[config.mk]
export PLATFORM = sky130hd
export DESIGN_NAME = seg_msg_renderer
export DESIGN_NICKNAME = d
export VERILOG_FILES = /design/src/rtl/datatype_package.sv /design/src/rtl/seg_tick_gen.sv /design/src/rtl/seg_msg_renderer.sv
export SDC_FILE = /design/constraint.sdc
export NUM_CORES = 1
export LEC_CHECK = 0
export CAP_MARGIN = 20
export CORE_MARGIN = 5
export CORE_UTILIZATION = 50
export DETAILED_ROUTE_END_ITERATION = 8
export PLACE_DENSITY_LB_ADDON = 0.05
export SLEW_MARGIN = 40
export SYNTH_ARGS = -nofsm -noshare
export SYNTH_HDL_FRONTEND = slang
export SYNTH_SLANG_ARGS = --single-unit
export TNS_END_PERCENT = 1
[constraint.sdc]
create_clock -name clk_i -period 6.55 [get_ports clk_i]
set_input_delay 0.655 -clock clk_i [delete_from_list [all_inputs] [get_ports clk_i]]
set_output_delay 0.655 -clock clk_i [all_outputs]
set_load 0.01 [all_outputs]
[src/rtl/datatype_package.sv]
// Shared display types: segment symbols, message IDs, presentation modes and the
// message text ROM used by the seven-segment renderer.
package datatype_package;

    // Active-low segment codes, bit order {g,f,e,d,c,b,a}.
    typedef enum logic [6:0] {
        SEG_0    = 7'b1000000,
        SEG_1    = 7'b1111001,
        SEG_2    = 7'b0100100,
        SEG_3    = 7'b0110000,
        SEG_4    = 7'b0011001,
        SEG_5    = 7'b0010010,
        SEG_6    = 7'b0000010,
        SEG_7    = 7'b1111000,
        SEG_8    = 7'b0000000,
        SEG_9    = 7'b0010000,
        SEG_A    = 7'b0001000,
        SEG_E    = 7'b0000110,
        SEG_G    = 7'b1000010,
        SEG_P    = 7'b0001100,
        SEG_R    = 7'b0101111,
        SEG_T    = 7'b0000111,
        SEG_U    = 7'b1000001,
        SEG_DASH = 7'b0111111,
        SEG_OFF  = 7'b1111111
    } seg_symbol_t;

    typedef enum logic [2:0] {
        EMPTY,
        WELCOME,
        READY,
        WIN,
        STOPWATCH_MSG
    } msg_t;

    typedef enum logic [1:0] {
        MODE_STATIC,
        MODE_BLINK,
        MODE_SCROLL
    } disp_mode_t;

    typedef enum logic [1:0] {
        IDLE_R,
        SHOW_R,
        BLINK_R,
        SCROLL_R
    } render_state_t;

    localparam int MSG_MAX_LEN = 8;

    typedef seg_symbol_t msg_text_t [MSG_MAX_LEN];

    localparam msg_text_t WELCOME_TEXT = '{SEG_G, SEG_E, SEG_T, SEG_OFF, SEG_U, SEG_P, SEG_OFF, SEG_OFF};
    localparam msg_text_t READY_TEXT   = '{SEG_DASH, SEG_DASH, SEG_DASH, SEG_DASH, SEG_DASH, SEG_DASH, SEG_OFF, SEG_OFF};
    localparam msg_text_t WIN_TEXT     = '{SEG_G, SEG_R, SEG_E, SEG_A, SEG_T, SEG_OFF, SEG_OFF, SEG_OFF};

    localparam logic [3:0] EMPTY_LEN   = 4'd0;
    localparam logic [3:0] WELCOME_LEN = 4'd6;
    localparam logic [3:0] READY_LEN   = 4'd6;
    localparam logic [3:0] WIN_LEN     = 4'd5;

    function automatic seg_symbol_t bcd_to_seg(input logic [3:0] bcd);
        case (bcd)
            4'd0:    bcd_to_seg = SEG_0;
            4'd1:    bcd_to_seg = SEG_1;
            4'd2:    bcd_to_seg = SEG_2;
            4'd3:    bcd_to_seg = SEG_3;
            4'd4:    bcd_to_seg = SEG_4;
            4'd5:    bcd_to_seg = SEG_5;
            4'd6:    bcd_to_seg = SEG_6;
            4'd7:    bcd_to_seg = SEG_7;
            4'd8:    bcd_to_seg = SEG_8;
            4'd9:    bcd_to_seg = SEG_9;
            default: bcd_to_seg = SEG_DASH;
        endcase
    endfunction

    function automatic logic [3:0] msg_len(input msg_t msg);
        case (msg)
            WELCOME: msg_len = WELCOME_LEN;
            READY:   msg_len = READY_LEN;
            WIN:     msg_len = WIN_LEN;
            default: msg_len = EMPTY_LEN;
        endcase
    endfunction

    function automatic seg_symbol_t msg_char(input msg_t msg, input logic [2:0] idx);
        case (msg)
            WELCOME: msg_char = WELCOME_TEXT[idx];
            READY:   msg_char = READY_TEXT[idx];
            WIN:     msg_char = WIN_TEXT[idx];
            default: msg_char = SEG_OFF;
        endcase
    endfunction

endpackage

[src/rtl/seg_tick_gen.sv]
// Free-running animation tick: one-cycle pulse every TICK_DIV cycles, restartable
// by clr_i so the first tick lands TICK_DIV cycles after a clear.
module seg_tick_gen #(
    parameter int TICK_DIV = 12_500_000
) (
    input  logic clk_i,
    input  logic srst_i,
    input  logic clr_i,
    output logic tick_o
);
    localparam int CW = $clog2(TICK_DIV);
    localparam logic [CW-1:0] LAST = CW'(TICK_DIV - 1);

    logic [CW-1:0] cnt_q;

    // NOTE: sequential state uses non-blocking assignments so every flop samples pre-edge values.
    always_ff @(posedge clk_i) begin
        if (srst_i || clr_i) begin
            cnt_q <= '0;
        end else if (cnt_q == LAST) begin
            cnt_q <= '0;
        end else begin
            cnt_q <= cnt_q + 1'b1;
        end
    end

    assign tick_o = (cnt_q == LAST);

endmodule

[src/rtl/seg_msg_renderer.sv]
// Seven-segment message renderer: static, blinking and scrolling text plus a live
// BCD stopwatch readout, all with registered per-digit segment outputs.
module seg_msg_renderer
    import datatype_package::*;
#(
    parameter int DIGITS   = 6,
    parameter int TICK_DIV = 12_500_000
) (
    input  logic                clk_i,
    input  logic                srst_i,
    input  msg_t                msg_i,
    input  disp_mode_t          mode_i,
    input  logic                load_i,
    input  logic [4*DIGITS-1:0] bcd_i,
    output logic [7*DIGITS-1:0] seg_o,
    output logic                busy_o,
    output logic                wrap_o
);
    localparam int PW = $clog2(MSG_MAX_LEN + 2 * DIGITS);
    typedef logic [PW-1:0] pos_t;

    render_state_t       state_q, state_d;
    msg_t                msg_q, msg_d;
    pos_t                pos_q, pos_d;
    pos_t                last_pos;
    logic                visible_q, visible_d;
    logic                wrap_d;
    logic                tick;
    logic [7*DIGITS-1:0] seg_d;

    seg_tick_gen #(
        .TICK_DIV(TICK_DIV)
    ) u_tick (
        .clk_i (clk_i),
        .srst_i(srst_i),
        .clr_i (load_i),
        .tick_o(tick)
    );

    // Stopwatch never scrolls; EMPTY is blank whatever the mode.
    function automatic render_state_t state_for(input msg_t msg, input disp_mode_t mode);
        if (msg == EMPTY) begin
            state_for = IDLE_R;
        end else if (mode == MODE_BLINK) begin
            state_for = BLINK_R;
        end else if (mode == MODE_SCROLL && msg != STOPWATCH_MSG) begin
            state_for = SCROLL_R;
        end else begin
            state_for = SHOW_R;
        end
    endfunction

    function automatic seg_symbol_t render_digit(
        input render_state_t st,
        input msg_t          msg,
        input logic          visible,
        input pos_t          pos,
        input logic [3:0]    bcd,
        input pos_t          digit
    );
        pos_t len;
        pos_t n;
        pos_t idx;
        len          = pos_t'(msg_len(msg));
        n            = len + pos_t'(DIGITS);
        idx          = pos + digit;
        render_digit = SEG_OFF;
        case (st)
            SHOW_R, BLINK_R: begin
                if (st == SHOW_R || visible) begin
                    if (msg == STOPWATCH_MSG) begin
                        render_digit = bcd_to_seg(bcd);
                    end else if (digit < len) begin
                        render_digit = msg_char(msg, digit[2:0]);
                    end
                end
            end
            SCROLL_R: begin
                if (idx >= n) begin
                    idx = idx - n;
                end
                if (idx < len) begin
                    render_digit = msg_char(msg, idx[2:0]);
                end
            end
            default: render_digit = SEG_OFF;
        endcase
    endfunction

    assign last_pos = pos_t'(msg_len(msg_q)) + pos_t'(DIGITS - 1);

    // NOTE: every always_comb output gets a default first so no path can infer a latch.
    always_comb begin
        state_d   = state_q;
        msg_d     = msg_q;
        pos_d     = pos_q;
        visible_d = visible_q;
        wrap_d    = 1'b0;
        if (load_i) begin
            state_d   = state_for(msg_i, mode_i);
            msg_d     = msg_i;
            pos_d     = '0;
            visible_d = 1'b1;
        end else if (tick) begin
            case (state_q)
                BLINK_R: visible_d = ~visible_q;
                SCROLL_R: begin
                    if (pos_q == last_pos) begin
                        pos_d  = '0;
                        wrap_d = 1'b1;
                    end else begin
                        pos_d = pos_q + 1'b1;
                    end
                end
                default: ;
            endcase
        end
    end

    // Render from next-state values so load and tick effects reach seg_o one cycle later.
    always_comb begin
        seg_d = '1;
        for (int i = 0; i < DIGITS; i++) begin
            seg_d[7*i +: 7] = render_digit(state_d, msg_d, visible_d, pos_d, bcd_i[4*i +: 4], pos_t'(i));
        end
    end

    always_ff @(posedge clk_i) begin
        if (srst_i) begin
            state_q   <= IDLE_R;
            msg_q     <= EMPTY;
            pos_q     <= '0;
            visible_q <= 1'b1;
            seg_o     <= '1;
            busy_o    <= 1'b0;
            wrap_o    <= 1'b0;
        end else begin
            state_q   <= state_d;
            msg_q     <= msg_d;
            pos_q     <= pos_d;
            visible_q <= visible_d;
            seg_o     <= seg_d;
            busy_o    <= (state_d == SCROLL_R);
            wrap_o    <= wrap_d;
        end
    end

endmodule

==> results.md, run 1 <==
* Status: finished, final reports clean
* Ports at 76
* Initial antenna violation count at 0
* CTS H-tree depth at 3
* Post-synth ARST share at 0%
* Number of enable flip-flop cells after synthesis at 0
* DP HPWL at between 15 and 20 mm
* Cells taking the most area after synthesis: dfxtp_1, ha_1, a21oi_1, nor2_1, o21ai_0
* Pre-CTS setup slack at 0.109 ns
* Setup WS post-layout at roughly 0.40 ns
* Achievable Freq at 163 MHz
* Crit path launch type: flip-flop
* DR vias at approximately 8.5k
* WL final at roughly 26 mm
* Synth top area share at ~19%
* Highest metal used: met4
* First-pass GRT wire length at 40.8 mm
* Mean Syn Cell Area at about 7.5 sq um
* Fin util at 60.5%
* Row count at 46
* Die area at 19000 sq um
* Routability cong. at approximately 0.97
* Clk_skew at between 0.007 and 0.008 ns
* Max-slew headroom at roughly 40%
* Post-Syn Area at approximately 8000 sq um
* N_diodes at 0
* PD cells at approximately 170 nW/um^2
* CP required at 6.77 ns
* Met3 wire length at ~1.9 mm
* TritonCTS clock tree: yes
* DR vias/cell at ~6
* Post-Syn Instances at roughly 1.1k
* Avg WL per Cell at approximately 19 um
* Largest net degree at the start of global routing at 36
* Post-layout power at ~1700 uW
* GRT overflow at 0
* Initial Utilization at 51.2%
* Routed wl met2 at ~11 mm
* Total iterations of the first detailed-routing run at 5
* Slew Limit Fails at 0
* Clock buffer count from CTS at 9
* Yosys reg bits at between 70 and 80
* Hold Crit Depth at 1
* GRT Overall Usage at between 20% and 30%
* DRC Markers at 0
* Wl on met1 at roughly 12 mm
* Routed Antenna Nets at 0
* Max FO, Critical Path at 10
* Hold Buf Count CTS at 0
* Initial DRC count at 730
* Reg2reg path depth at 26
* Synthesis-to-finish area growth at 18.2%
* Seq/Total Area, Yosys at between 10% and 20%
* Max VDD drop at around 0.13 mV
* Hold Violations, Final at 0
* Die H at around 140 um
* Crit path capture type: flip-flop
* Final-report setup violation count at 0
* Syn_nets at 1228
* Tcrit/Tclk final at between 90 and 100%
* Synth warn at 0
* Worst-Skew Late Latency at around 0.36 ns
* Top cells by count, synth: nor2_1, a21oi_1, ha_1
* Main synth FF type: dfxtp_1
* Hold Path Class: flip-flop to flip-flop
* Top-count cell post-synth: nor2_1
* Root cell of the clock tree: clkbuf_16
* Leakage power at 0.00403 uW
* Worst slew pin tran at 0.897 ns
* Synth cell types at between 80 and 90
* Maxcap violations at 0
* Port bufs at 75
* Total core area at 15900 sq um
* Final min period at 6.15 ns
* Vias in the first global route at between 7k and 8k
* Critical path type: flip-flop to flip-flop
* Largest area contributor in the netlist: dfxtp_1
* CTS max path bufs at 2
* Final nets at 1300
* CTS sink cnt at 79
* Critical path data arrival time at between 6 and 7 ns
* Die X at about 140 um
* Share of layout cells above drive strength 1 at between 8 and 9%
* Clk slew on worst S/H paths at roughly 0.07 ns
==> metrics by stage <==
step | std cells | hold slack, ns | setup TNS, ns | cell area [sq um]
final | 1388 | 0.471 | 0 | 9650
after global routing | 1388 | 0.493 | -0.0454 | 9650
after CTS | 1388 | 0.466 | 0 | 9620
after detailed placement | 1372 | 0.451 | 0 | 9270
after global placement | 1372 | 0.440 | 0 | 9260
after floorplan | 1095 | 0.418 | 0 | 8160
==> cell usage in the layout (no fill, tap or decap), drive strengths merged, types with 19 or more instances in the layout <==
master           n
inv             65
nand2           82
xnor2           25
nor3            25
mux2i           28
a21oi           97
dfxtp           79
nand3           31
buf             39
nor2           121
clkdlybuf4s50   75
a211oi          19
ha              97
o21ai           92
a21o            19
==> registers in the layout (all words and copies together), names as in the netlist <==
name,cells
busy_o,1
seg_o,42
state_q,2
msg_q,3
u_tick.cnt_q,24
pos_q,5
visible_q,1
wrap_o,1
==> path summary, 6_finish.rpt <==
path,startpoint,slack (ns),endpoint
worst min register to register,u_tick.cnt_q[0],0.47,u_tick.cnt_q[0]
worst max register to register,msg_q[1],0.40,seg_o[25]
worst max-delay path,msg_q[1],0.40,seg_o[25]
worst min-delay path,u_tick.cnt_q[0],0.47,u_tick.cnt_q[0]
==> worst max-delay path: stages (launching register included) <==
cell	delay, ns
dfxtp_1	0.40
and3b_1	0.26
inv_2	0.07
ha_1	0.30
or3b_1	0.39
a211oi_1	0.38
a21boi_0	0.22
mux2i_4	0.42
ha_1	0.42
inv_2	0.15
ha_1	0.25
nor2b_1	0.13
o21ai_0	0.24
nand2_1	0.12
a21oi_2	0.23
o21ai_0	0.11
and2_1	0.18
nor3_1	0.29
inv_1	0.08
ha_1	0.31
a21o_1	0.21
nor3_1	0.14
nand2_1	0.07
o41ai_1	0.06
o22ai_1	0.18
o21ai_2	0.26
o2111ai_1	0.14
==> what timing repair did <==
| item | 4_1_cts | 5_1_grt |
|---|---|---|
| gates resized for setup | 0 | 9 |
| setup endpoints to repair | 0 | 19 |
| setup buffers | 0 | 0 |
==> kinds of logic (layout without fill, tap and decap cells) <==
kind of cell	after synthesis	in the layout	share of synthesized area (%)
compound gates	348	348	27.7
xor+xnor	41	41	4.40
fa+ha+maj	101	101	15.8
buf+inv	120	197	5.79
flops	79	79	19.4
mux	33	33	4.46
simple gates	373	373	22.4
==> where the power goes <==
part,switching [uW],internal [uW]
clock,224,383
sequential,12.5,517
combinational,308,224
total,545,1120
==> routing by layer <==
layer  up-vias  track usage (%)
met5         -                0
met4         0             9.66
met2       314             42.8
li1       4116                -
met3        60             5.30
met1      3975             37.7
==> area by class of cell <==
| type | count | area, sq um |
|---|---|---|
| Clock buffer | 11 | 243 |
| Clock inverter | 5 | 105 |
| Fill cell | 1524 | 6300 |
| Inverter | 67 | 256 |
| Multi-Input combinational cell | 896 | 6150 |
| Sequential cell | 79 | 1580 |
| Tap cell | 216 | 270 |
| Timing Repair Buffer | 114 | 1040 |
No activity file was read; power rests on OpenSTA's default activity.
==> run 2: changes to the inputs <==
--- a/config.mk
+++ b/config.mk
@@ -5,9 +5,11 @@
 export SDC_FILE = /design/constraint.sdc
 export NUM_CORES = 1
 export LEC_CHECK = 0
+export ABC_AREA = 1
 export CAP_MARGIN = 20
+export CORE_ASPECT_RATIO = 1.2
 export CORE_MARGIN = 5
-export CORE_UTILIZATION = 50
+export CORE_UTILIZATION = 40
 export DETAILED_ROUTE_END_ITERATION = 8
 export PLACE_DENSITY_LB_ADDON = 0.05
 export SLEW_MARGIN = 40
==> run 2 against run 1 <==
  * Clock power up 1%
  * Non-clock buffer count down 27
  * Sequential share of layout area down 0.25 points
  * Via count down 0.79%
  * Worst hold slack worse by 0.026 ns
  * Critical endpoint is now seg_o[10]
  * Largest cell class unchanged
  * Largest power group is now combinational logic
==> results.md, run 2 <==
* Status: finished, final reports clean
* N_diodes at 0
* Crit path launch type: flip-flop
* Synth cell types at 54
* GRT overflow at 0
* Slew Limit Fails at 0
* Vias in the first global route at 7759
* Root cell of the clock tree: clkbuf_16
* Commonest non-fill, non-tap cells in the layout: nand2_1, inv_1, nor2_1
* Clock buffer count from CTS at 9
* Beginning of the critical path: msg_q[1]
* Crit path capture type: flip-flop
* Synth warn at 0
* Cells taking the most area after synthesis: dfxtp_1, nand2_1, ha_1, inv_1, nor2_1
* RR Endpoint: seg_o[10]
* CTS H-tree depth at 3
* DP HPWL at just over 20 mm
* Hold Violations, Final at 0
* Synth top area share at approximately a fifth
* Reg2reg path depth at 27
* Post-Syn Instances at 1341
* Worst-Skew Late Latency at 0.35 ns
* Die X at between 100 and 150 um
* Pre-CTS setup slack at between 0.5 and 0.6 ns
* Clk slew on worst S/H paths at approximately 0.07 ns
* Biggest register: seg_o
* Post-layout power at about 1800 uW
* Largest area contributor in the netlist: dfxtp_1
* Setup TNS at 0 ns
* Post-Syn Area at between 8000 and 9000 sq um
* Final-report setup violation count at 0
* Tcrit/Tclk final at 85.9%
* Port bufs at 75
* Unrepaired setup endpoints after global routing: false
* Routability cong. at 0.869
* Leakage power at between 0.004 and 0.005 uW
* Die H at ~170 um
* Total core area at 20800 sq um
* PD cells at around 180 nW/um^2
* Max-slew headroom at a little under half
* Synthesis-to-finish area growth at 16.4%
* DR vias/cell at between 4 and 5
* Worst slew pin tran at 0.824 ns
* Largest net degree at the start of global routing at 44
* Post-synth ARST share at 0%
* Cts repair resizes at 0
* Top-count cell post-synth: nand2_1
* Critical path type: flip-flop to flip-flop
* Max FO, Critical Path at 12
* Leading cell type in the layout, fill and taps excluded: nand2_1
* Share of layout cells above drive strength 1 at slightly below 10%
* Ports at between 70 and 80
* Final nets at about 1.5k
* Initial Utilization at approximately 40%
* # Post-CTS Setup Buffers at 0
* Largest register FFs at 42
* Initial DRC count at a little under 500
* Clk_skew at between 0.009 and 0.01 ns
* Filler cells at between 2k and 2.5k
* Critical path data arrival time at between 5 and 6 ns
* Maxcap violations at 0
* Avg WL per Cell at roughly 15 um
* TritonCTS clock tree: yes
* DRC Markers at 0
* Die area at roughly 24000 sq um
* Max VDD drop at between 0.1 and 0.15 mV
* CTS max path bufs at 2
* First-pass GRT wire length at slightly above 40 mm
* Mean Syn Cell Area at about 6.3 sq um
* RR Startpoint: msg_q[1]
* Number of enable flip-flop cells after synthesis at 0
* Register area at 1580 sq um
* Yosys reg bits at a little under 80
* DR vias at between 8k and 9k
* Achievable Freq at between 150 and 200 MHz
* CTS sink cnt at between 70 and 80
* WL final at 25.6 mm
* Seq/Total Area, Yosys at between 10% and 20%
* GRT Overall Usage at 21.0%
* Worst hold slack at approximately 0.44 ns
* Hold Buf Count CTS at 0
* Final min period at about 5.6 ns
* R2R setup slack at a little over 0.9 ns
* Syn_nets at about 1.5k
* Multi-input gate area in the final layout at between 6000 and 7000 sq um
* Hold Path Class: flip-flop to flip-flop
* Top cells by count, synth: nand2_1, inv_1, nor2_1
* Initial antenna violation count at 0
* Setup WS post-layout at between 0.9 and 1 ns
* Total iterations of the first detailed-routing run at 5
* Main synth FF type: dfxtp_1
* Setup crit end: seg_o[10]
* Routed Antenna Nets at 0
* Largest registers: seg_o x42, u_tick.cnt_q x24, pos_q x5
* Row count at 58
* CP required at 6.79 ns
run 2: changes by cell type after synthesis, sizes merged, moves of 16 or more:
cell,delta
nor2b,-16
inv,+112
nand3,+68
o21ai,+28
a21o,-18
mux2i,-28
nand2b,-16
xnor2,-19
clkbuf,-22
nand2,+327
run 2: metal layers:
layer  global-route usage [%]  vias to the layer above  share of wire, %
met2                     38.7                      162                51
met1                     26.2                     3754                45
met3                     2.32                       21               3.4
li1                         -                     4461                 -
met5                        0                        -                 0
met4                     4.51                        0               1.4
run 2: area by class of cell:
| class | count | share of cell area [%] |
|---|---|---|
| multi-input combinational | 1050 | 61.4 |
| sequential | 79 | 16.1 |
| timing repair buffer | 87 | 8.58 |
| inverter | 178 | 6.82 |
| tap | 270 | 3.45 |
| clock buffer | 10 | 2.44 |
| clock inverter | 6 | 1.19 |
run 2: critical path: stages, from the launching register on:
cell	delay, ns
dfxtp_1	0.35
a21oi_1	0.14
o21ai_0	0.10
ha_1	0.30
inv_1	0.06
nand2_1	0.05
nand3_1	0.06
nor2_1	0.05
nand3_1	0.18
nand3_2	0.14
a21oi_4	0.38
inv_1	0.28
ha_1	0.57
ha_1	0.31
a21oi_1	0.14
inv_1	0.06
a21oi_1	0.19
inv_1	0.06
a211oi_1	0.37
nand3_4	0.26
nand2_1	0.18
o21ai_4	0.11
ha_1	0.33
a21o_1	0.17
nor2_1	0.17
nand4_1	0.22
o21ai_1	0.21
nand2_1	0.07
run 2: metrics by stage:
stage	cell area (sq um)	cells	utilization, %
2_1_floorplan	8420	1341	-
3_3_place_gp	9440	1664	45.3
3_5_place_dp	9440	1664	45.3
4_1_cts	9790	1680	47.0
5_1_grt	9790	1680	47.0
6_report	9790	1680	47.0
run 2: kinds of logic (layout without fill, tap and decap cells):
family,count (synthesis),after routing,share of synthesized area [%]
XOR/XNOR,17,17,1.77
buffers and inverters,212,281,9.89
adder cells (fa/ha/maj),101,101,15.4
flip-flops,79,79,18.8
AO/OA/AOI/OAI,241,241,17.0
AND/OR/NAND/NOR,691,691,37.1
run 2: power by group:
group / switching, uW / internal [uW]
Clock: 227 / 386
Sequential: 13.0 / 517
Combinational: 390 / 235
run 2: how the worst min path moves through the flow:
| stage | start | end | depth (start not counted) |
|---|---|---|---|
| after floorplan | u_tick.cnt_q[0] | u_tick.cnt_q[0] | 1 |
| after global placement | u_tick.cnt_q[0] | u_tick.cnt_q[0] | 1 |
| after detailed placement | u_tick.cnt_q[0] | u_tick.cnt_q[0] | 1 |
| after CTS | u_tick.cnt_q[0] | u_tick.cnt_q[0] | 1 |
| after global routing | u_tick.cnt_q[0] | u_tick.cnt_q[0] | 1 |
| final | u_tick.cnt_q[0] | u_tick.cnt_q[0] | 1 |
==> variant, RTL diff (flow settings as in run 1) <==
Put one more register stage on the output `seg_o`, cleared by the reset. The value now appears one clock later. The other outputs are not delayed to match. Comments in the files are not updated.
--- a/src/rtl/seg_msg_renderer.sv
+++ b/src/rtl/seg_msg_renderer.sv
@@ -18,6 +18,8 @@
 );
     localparam int PW = $clog2(MSG_MAX_LEN + 2 * DIGITS);
     typedef logic [PW-1:0] pos_t;
+
+    logic [7*DIGITS-1:0] seg_s0;
 
     render_state_t       state_q, state_d;
     msg_t                msg_q, msg_d;
@@ -131,7 +133,7 @@
             msg_q     <= EMPTY;
             pos_q     <= '0;
             visible_q <= 1'b1;
-            seg_o     <= '1;
+            seg_s0    <= '1;
             busy_o    <= 1'b0;
             wrap_o    <= 1'b0;
         end else begin
@@ -139,11 +141,19 @@
             msg_q     <= msg_d;
             pos_q     <= pos_d;
             visible_q <= visible_d;
-            seg_o     <= seg_d;
+            seg_s0    <= seg_d;
             busy_o    <= (state_d == SCROLL_R);
             wrap_o    <= wrap_d;
         end
     end
 
+    always_ff @(posedge clk_i) begin
+        if (srst_i) begin
+            seg_o <= '0;
+        end else begin
+            seg_o <= seg_s0;
+        end
+    end
+
 endmodule
 
Function: changed (Yosys sat finds a counterexample within 4 cycles, from zero or initial values and one cycle with srst_i high).
==> variant against run 1 <==
  * Synthesized area up 19%
  * Count of clock-buffer cells in the layout up 6
  * Worst setup slack worse by 150 ps
  * Routed wire length up 26%
  * Sequential cell count up 42
  * Critical endpoint is now seg_s0[7]
  * Largest power group unchanged
  * Critical path type unchanged
  * Global-route usage up 1.1 points
  * Synthesized cell count up 16%
  * Via count up 18%
  * Sequential share of layout area up 4.3 points
  * Die area up 17%
  * Final cell count up 18%
  * Cell area up 22%
  * Power up 39%
  * Sequential power up 56%
  * Largest cell class unchanged
==> variant: results (changes against run 1) <==
Outcome
  – Outcome: completed (unchanged)

Worst setup path
  – Slowest stage cell on the critical path: or4b_4 (was mux2i_4)
  – Crit path arrival time: 6600 ps (was 6370 ps)
  – Reg2Reg Depth: 24 (was 26)
  – RR Startpoint: u_tick.cnt_q[9] (was msg_q[1])
  – R2r setup slk: 250 ps (was 400 ps)

Routing
  – Vias per inst: 6.11 (was 6.10)
  – WL final: 32500 um (was 25800 um)
  – DR iter-0 viols: 1098 (was 730)
  – Routed WL per cell: 19.8 um (was 18.6 um)

Final layout
  – Fillers: 1844 (was 1524)
  – Layout cell share with drive strength beyond 1: 11.6% (was 8.11%)
  – Largest regs: seg_o (42), seg_s0 (42), u_tick.cnt_q (24) (was seg_o (42), u_tick.cnt_q (24), pos_q (5))

GRT
  – Pin count of the biggest net entering global routing: 59 (was 36)
  – First-pass GRT wire length: 49900 um (was 40800 um)
  – Vias in the first global route: 9252 (was 7916)

Clocking
  – CTS Buf Count: 17 (was 9)
  – Worst-skew pair later-pin latency: 440 ps (was 360 ps)

Place
  – Dpl cells: 1603 (was 1372)
  – Pre-CTS WS: -92.3 ps (was 109 ps)
  – Dpl hpwl: 24400 um (was 19400 um)
  – Placement-stage cell area: 0.0110 mm2 (was 0.00927 mm2)

Synthesis
  – Post-synthesis compound-gate area fraction: 27.3% (was 27.7%)
  – Post-synthesis net count: 1399 (was 1228)
  – Sequential fraction of the synthesis area: 25.0% (was 19.4%)
  – Post-Synth Adder-Cell Area: 13.3% (was 15.8%)
  – Dominant cells by area after synthesis: dfxtp_1 25%, ha_1 13%, a21oi_1 5.3% (was dfxtp_1 19%, ha_1 15%, a21oi_1 5.9%)
  – Cell count after synthesis: 1266 (was 1095)
  – Xor/xnor share of the synthesized area: 3.16% (was 4.40%)
  – Distinct cells, synth: 87 (was 84)
  – Top post-synthesis cells by count: 129 x nor2_1, 121 x dfxtp_1, 102 x a21oi_1, 102 x o21ai_0, 97 x ha_1 (was 121 x nor2_1, 97 x a21oi_1, 97 x ha_1, 84 x o21ai_0, 80 x nand2_1)

Power
  – Net Sw Frac: 33.7% (was 32.6%)
  – Leak: 0.00467 uW (was 0.00403 uW)
  – Peak VDD IR: 194 uV (was 134 uV)

Worst hold path
  – Worst Hold Launch: seg_s0[31] (was u_tick.cnt_q[0])
  – Hold Path Sink: seg_o[31] (was u_tick.cnt_q[0])

Timing
  – Final hold slack: 426 ps (was 471 ps)
  – Clock Skew: 10.7 ps (was 7.36 ps)
  – Worst slew pin tran: 902 ps (was 897 ps)
[variant: cell types whose count changed in the layout (fill, tap and decap cells not counted), moves of 9 or more]
cell and change:
buf_4 +22, inv_1 +11, nand2_1 +9, dfxtp_1 +40, nand3_1 +10, o21ai_0 +17, nor2b_1 +33
[variant: metal layers]
| metal | share of wire [%] | routed length, um | track usage, % | vias up |
|---|---|---|---|---|
| met2 | 43 | 13900 | 43.6 | 481 |
| met3 | 9.7 | 3130 | 6.72 | 94 |
| met5 | 0 | 0 | 0 | - |
| li1 | - | - | - | 4790 |
| met1 | 44 | 14300 | 39.3 | 4660 |
| met4 | 3.2 | 1050 | 10.6 | 0 |
[variant: power by group through the flow]
stage	clock [uW]	sequential, uW	combinational [uW]
floorplan	0	844	324
global placement	0	841	541
detailed placement	0	841	543
CTS	943	824	547
global route	976	831	609
finish	932	826	561
[variant: worst max-delay path by stage]
stage,startpoint,end,slack (ps),depth (start not counted)
after global placement,u_tick.cnt_q[6],seg_s0[12],60,24
after floorplan,u_tick.cnt_q[5],seg_s0[12],20,27
after global routing,u_tick.cnt_q[9],seg_s0[7],-70,24
after detailed placement,u_tick.cnt_q[6],seg_s0[12],-90,24
after CTS,u_tick.cnt_q[6],seg_s0[38],50,24
final,u_tick.cnt_q[9],seg_s0[7],250,24
[variant: final cells by class]
cell class,instances,area share (%)
Clock inverter,15,1.29
Inverter,79,2.56
Timing Repair Buffer,136,10.3
Clock buffer,17,3.63
Multi-Input combinational cell,1008,58.8
Sequential cell,121,20.7
Tap cell,265,2.83
[variant: logic make-up (layout without fill, tap and decap cells)]
| logic type | Yosys count | count (layout) |
|---|---|---|
| buffers and inverters | 137 | 247 |
| multiplexers | 22 | 22 |
| XOR/XNOR | 35 | 35 |
| AO/OA/AOI/OAI | 402 | 402 |
| AND/OR/NAND/NOR | 448 | 448 |
| flip-flops | 121 | 121 |
| adder cells (fa/ha/maj) | 101 | 101 |
[variant: per-stage QoR]
step	TNS, ps	utilization (%)
after floorplan	0	-
after global placement	0	57.0
after detailed placement	-320	57.0
after CTS	0	60.1
after global routing	-370	60.9
final	0	60.9
[variant: repair_timing]
item,4_1_cts,5_1_grt
endpoints found under the hold margin,0,0
pin swaps,0,4
endpoints found under the setup margin,5,31
buffers inserted,1,5
resized for setup,3,27
[variant: critical path, delay by kind of cell (launching register included)]
family / cells / cell delay, ps
AOI/OAI and AO/OA: 7 / 1590
buffers and inverters: 2 / 200
and+or+nand+nor: 10 / 2740
muxes: 2 / 560
DFF: 1 / 330
adders and majority gates: 3 / 740
